$ cat src/rtl/regfile_pkg.sv
// Shared defaults and types for the scoreboarded register file.
// Build option: define REGFILE_BYPASS_EN for write-first read forwarding.
package regfile_pkg;
   localparam int DATA_W_DEF = 32;
   localparam int ADDR_W_DEF = 5;
   localparam int REG_ZERO   = 0;

   typedef logic [DATA_W_DEF-1:0] data_t;
   typedef logic [ADDR_W_DEF-1:0] addr_t;
endpackage

$ cat src/rtl/reg_busy_table.sv
// Pending-write scoreboard: one busy bit per register plus an exact popcount.
// A set and a clear of the same register in one cycle leaves the bit set.
module reg_busy_table
   import regfile_pkg::*;
#(
   parameter int ADDR_W = ADDR_W_DEF,
   parameter int DEPTH  = 1 << ADDR_W
) (
   input  logic              clk,
   input  logic              reset,
   input  logic              set_en,
   input  logic [ADDR_W-1:0] set_addr,
   input  logic              clr_en,
   input  logic [ADDR_W-1:0] clr_addr,
   output logic [DEPTH-1:0]  busy,
   output logic [ADDR_W:0]   cnt
);
   logic inc, dec;

   // Count only real bit transitions so the counter never drifts from busy[].
   always_comb begin
      inc = set_en && !busy[set_addr];
      dec = clr_en && busy[clr_addr] && !(set_en && (set_addr == clr_addr));
   end

   always_ff @(posedge clk) begin
      if (reset) begin
         busy <= '0;
         cnt  <= '0;
      end else begin
         if (clr_en) busy[clr_addr] <= 1'b0;
         if (set_en) busy[set_addr] <= 1'b1;
         cnt <= cnt + (ADDR_W+1)'(inc) - (ADDR_W+1)'(dec);
      end
   end
endmodule

$ cat src/rtl/registerfile_sb.sv
// Two-read/one-write register file with a pending-write scoreboard for hazard stalls.
// Build option: REGFILE_BYPASS_EN enables write-first forwarding of data and busy.
module registerfile_sb
   import regfile_pkg::*;
#(
   parameter int DATA_W   = DATA_W_DEF,
   parameter int ADDR_W   = ADDR_W_DEF,
   parameter int ZERO_REG = 1
) (
   input  logic              clk_in,
   input  logic              reset_in,
   input  logic [ADDR_W-1:0] rs_in,
   input  logic [ADDR_W-1:0] rt_in,
   output logic [DATA_W-1:0] data_rs_out,
   output logic [DATA_W-1:0] data_rt_out,
   input  logic              regWrite_in,
   input  logic [ADDR_W-1:0] write_addr_in,
   input  logic [DATA_W-1:0] write_data_in,
   input  logic              issue_valid_in,
   input  logic [ADDR_W-1:0] issue_addr_in,
   output logic              rs_busy_out,
   output logic              rt_busy_out,
   output logic [ADDR_W:0]   pending_cnt_out
);
   localparam int DEPTH = 1 << ADDR_W;

   logic [DATA_W-1:0] regs [DEPTH];
   logic [DEPTH-1:0]  busy;
   logic              wr_ok;
   logic              set_ok;

   function automatic logic is_zero(input logic [ADDR_W-1:0] a);
      return (ZERO_REG != 0) && (a == ADDR_W'(REG_ZERO));
   endfunction

   assign wr_ok  = regWrite_in && !reset_in && !is_zero(write_addr_in);
   assign set_ok = issue_valid_in && !is_zero(issue_addr_in);

   always_ff @(posedge clk_in) begin
      if (reset_in) begin
         for (int i = 0; i < DEPTH; i++) regs[i] <= '0;
      end else if (wr_ok) begin
         regs[write_addr_in] <= write_data_in;
      end
   end

   reg_busy_table #(.ADDR_W(ADDR_W), .DEPTH(DEPTH)) u_busy (
      .clk      (clk_in),
      .reset    (reset_in),
      .set_en   (set_ok),
      .set_addr (issue_addr_in),
      .clr_en   (regWrite_in),
      .clr_addr (write_addr_in),
      .busy     (busy),
      .cnt      (pending_cnt_out)
   );

   always_comb begin
      data_rs_out = is_zero(rs_in) ? '0 : regs[rs_in];
      data_rt_out = is_zero(rt_in) ? '0 : regs[rt_in];
      rs_busy_out = busy[rs_in];
      rt_busy_out = busy[rt_in];
`ifdef REGFILE_BYPASS_EN
      // A same-cycle re-issue of the written register keeps the registered busy bit.
      if (wr_ok && (write_addr_in == rs_in)) begin
         data_rs_out = write_data_in;
         if (!(issue_valid_in && (issue_addr_in == rs_in))) rs_busy_out = 1'b0;
      end
      if (wr_ok && (write_addr_in == rt_in)) begin
         data_rt_out = write_data_in;
         if (!(issue_valid_in && (issue_addr_in == rt_in))) rt_busy_out = 1'b0;
      end
`endif
   end
endmodule

$ cat config.mk
export PLATFORM = sky130hd
export DESIGN_NAME = registerfile_sb
export DESIGN_NICKNAME = d
export VERILOG_FILES = /design/src/rtl/regfile_pkg.sv /design/src/rtl/reg_busy_table.sv /design/src/rtl/registerfile_sb.sv
export SDC_FILE = /design/constraint.sdc
export NUM_CORES = 2
export LEC_CHECK = 0
export ABC_AREA = 1
export BUFFER_PORTS_ARGS = -buffer_cell sky130_fd_sc_hd__buf_4
export CAP_MARGIN = 20
export CORE_MARGIN = 2
export CORE_UTILIZATION = 37
export CTS_CLUSTER_DIAMETER = 100
export DETAILED_ROUTE_END_ITERATION = 8
export PLACE_DENSITY = 0.56
export SLEW_MARGIN = 5
export SYNTH_ARGS = -nofsm -noshare
export SYNTH_HDL_FRONTEND = slang
export SYNTH_SLANG_ARGS = --single-unit
$ cat constraint.sdc
create_clock -name clk_in -period 15.98 [get_ports clk_in]
set_input_delay 4.794 -clock clk_in [delete_from_list [all_inputs] [get_ports clk_in]]
set_output_delay 4.794 -clock clk_in [all_outputs]
set_load 0.02 [all_outputs]
==> run_results.csv <==
group,metric,value,unit
timing,relSlewSlack,20.29,%
critical_path,critPathLaunchType,"input port",
clock_network,post-cts-setup-buffers,0,
power_and_ir_drop,ir_drop,0.08584,mV
final_layout,diodes,0,
global_routing,busiest_layer,"met2",
clock_network,insertion_delay,760,ps
timing,finalHoldViolCount,0,
floorplan,die_x,408.3,um
final_layout,final_core_util,40.59,%
synthesis,synthesis.area,60480,um2
final_layout,syn2layout_area_growth,9.130,%
timing,rsz0062_at_grt,"false",
final_layout,drive_above_1_share,7.317,%
synthesis,synth_edf_count,1024,
power_and_ir_drop,p_clk_share,38.4,%
global_routing,grt_max_degree,185,
clock_network,clk_pin_slew,60,ps
synthesis,synthArstFlopShare,0,%
synthesis,synth_ff_type,"edfxtp_1",
critical_path,worst-path-buf-inv,4,
routing,ant_nets,0,
timing,worst_slack,2757,ps
critical_path,critPathTopFamily,"buffers and inverters",
timing,min_period_over_period,82.75,%
routing,via_per_inst,5.818,
timing,fmax,0.07563,GHz
critical_path,cp_slowest_cell,"buf_4",
synthesis,yosysSeqAreaShare,52.10,%
floorplan,ios,128,
timing,setup_viol,0,
timing,worst-slew-pin-transition,1196,ps
placed_design,dpl.hpwl,131300,um
final_layout,final_nets,7561,
power_and_ir_drop,power_density,107.1,nW/um2
synthesis,synth.distinct_cells,35,
power_and_ir_drop,p_switching,2.083,mW
power_and_ir_drop,power.leakage,26.94,nW
critical_path,critPathRequiredTime,11190,ps
synthesis,synth_top_area_share,50.85,%
routing,first_pass_iters,6,
power_and_ir_drop,p_sw_share,29.46,%
timing,whs,471.5,ps
floorplan,initial_core_util,37.20,%
clock_network,clockRootBuffer,"clkbuf_16",
global_routing,antenna_found_initial,3,
global_routing,grt_use_total,28.99,%
routing,vias,56860,
critical_path,crit_type,"in -> out",
floorplan,die_area,166700,um2
floorplan,die-height,408.3,um
clock_network,ctsHoldBuffers,0,
critical_path,cp_max_fo,54,
critical_path,max_stage_delay,970,ps
synthesis,syn_area_per_cell,7.790,um2
worst_hold_path,min_path_type,"reg -> reg",
synthesis,yosys_warnings,0,
routing,drt_iter0_markers,8624,
synthesis,netlist_top_cells_area,"edfxtp_1 51%, nand2_1 17%, nand3_1 12%, nor2_1 7.9%, buf_2 2.1%",
global_routing,grt-ovfl-total,0,
global_routing,grt_use_met2,43.69,%
power_and_ir_drop,internal_power,4.988,mW
global_routing,met1_usage,39.96,%
critical_path,crit_path_end_kind,"output port",
clock_network,numCtsBuffers,119,
synthesis,synth_most_common_cell,"nand2_1",
clock_network,ctsResizeCount,0,
power_and_ir_drop,pwr-share-comb,15.2,%
placed_design,io_buffers,127,
synthesis,synth_common_cells,"2754 x nand2_1, 1433 x nand3_1, 1275 x nor2_1",
critical_path,path_cells,"buf_6, buf_4, buf_4, nand3_1, nand2_1, nand2_1, nand3_1, nand2_1, nor2_1, buf_4",
clock_network,ctsHtreeMaxLevel,3,
clock_network,cts_buffer_depth,3,
routing,wl,249800,um
job,maxCapViolations,0,
timing,min_period,13220,ps
synthesis,synth.ff_latch_count,1062,
outcome,outcome,"complete, no violations",
global_routing,grt_pass1_wl,359700,um
synthesis,syn_inst,7763,
global_routing,use_met3,6.469,%
power_and_ir_drop,seq_power_share,46.5,%
timing,maxSlewViolCount,0,
routing,wl_per_cell,25.56,um
timing,finalSetupTns,0,ps
critical_path,crit_arrival,8430,ps
routing,drc,0,
global_routing,grt_pass1_vias,52890,
synthesis,synth_top_area_cell,"edfxtp_1",
placed_design,dpl_worst_slack,3029,ps
placed_design,gp_congestion,0.8720,
floorplan,core,162600,um2
timing,finalClockSkew,14.74,ps
clock_network,cts_tree,"done",
floorplan,rows,148,
clock_network,cts.sink_count,1062,
-- cells in the final DEF, fill, tap and decap left out, types with 4 or more instances in the layout --
cell type and n:
nand2_1 2724, nand3_1 1430, nor2_1 1274, edfxtp_1 1024, buf_4 230, o21ai_0 164
a21oi_1 151, clkbuf_16 120, inv_1 95, nor2_2 49, dfxtp_1 38, clkinv_1 32
clkbuf_1 32, conb_1 32, nand2_2 31, clkinv_2 28, nand3_4 25, o21ai_1 14
buf_12 13, nor3_1 10, inv_2 8, nor3_4 8, bufinv_16 8, inv_6 7
xor2_1 6, nand3_2 6, ha_1 6, a22oi_1 4, nand4_1 4, inv_8 4
buf_8 4, buf_16 4
-- cell families after synthesis --
logic type | count (synthesis) | share of synthesized area, %
AO/OA/AOI/OAI | 336 | 2.803
XOR/XNOR | 6 | 0.08689
adder cells (fa/ha/maj) | 7 | 0.1572
buffers and inverters | 787 | 6.281
flip-flops | 1062 | 52.10
other | 1 | 0.006201
AND/OR/NAND/NOR | 5564 | 38.56
-- power groups by stage --
stage          clock, mW  sequential (mW)  combinational [mW]
6_report            2.71             3.29                1.07
5_1_grt             2.83             3.30                1.14
4_1_cts             2.72             3.28                1.04
3_5_place_dp           0             3.34                1.04
3_3_place_gp           0             3.33                1.03
2_1_floorplan          0             3.33               0.635
-- worst min-delay path, cell delays in order, from the launching register on --
cell     delay, ps
dfxtp_1        310
nand2_1         60
a21oi_1         50
-- metal layers --
layer | share of wire, % | vias to the layer above
li1 | - | 25010
met1 | 39 | 27210
met2 | 43 | 3949
met3 | 13 | 693
met4 | 4.7 | 2
met5 | 0.0048 | -
-- final timing paths --
check             startpoint              end  slack (ps)  cells past startpoint
min          u_busy.busy[24]  u_busy.busy[24]         470                      2
min reg2reg  u_busy.busy[24]  u_busy.busy[24]         470                      2
max reg2reg  u_busy.busy[20]    u_busy.cnt[4]       13170                     18
max                 rt_in[2]  data_rt_out[24]        2760                     10
-- registers in the layout, indices dropped and copies added (netlist names) --
signal and count:
u_busy.cnt 6, regs 1024, u_busy.busy 32
-- stage by stage --
step / cells / instance area, um2 / power, mW
2_1_floorplan: 7794 / 60590 / 3.961
6_report: 9774 / 66000 / 7.071
5_1_grt: 9774 / 66000 / 7.272
3_5_place_dp: 9549 / 62210 / 4.377
3_3_place_gp: 9548 / 62180 / 4.363
4_1_cts: 9771 / 65920 / 7.042
-- final cells by class --
class	count	area, um2
fillers	16310	96590
flip-flops and latches	1062	31510
multi-input cells	5945	25390
clock buffers	153	3137
well taps	2175	2721
repair buffers	253	2180
clock inverters	69	573.1
inverters	117	489.2
(Power assumes the default switching activity.)
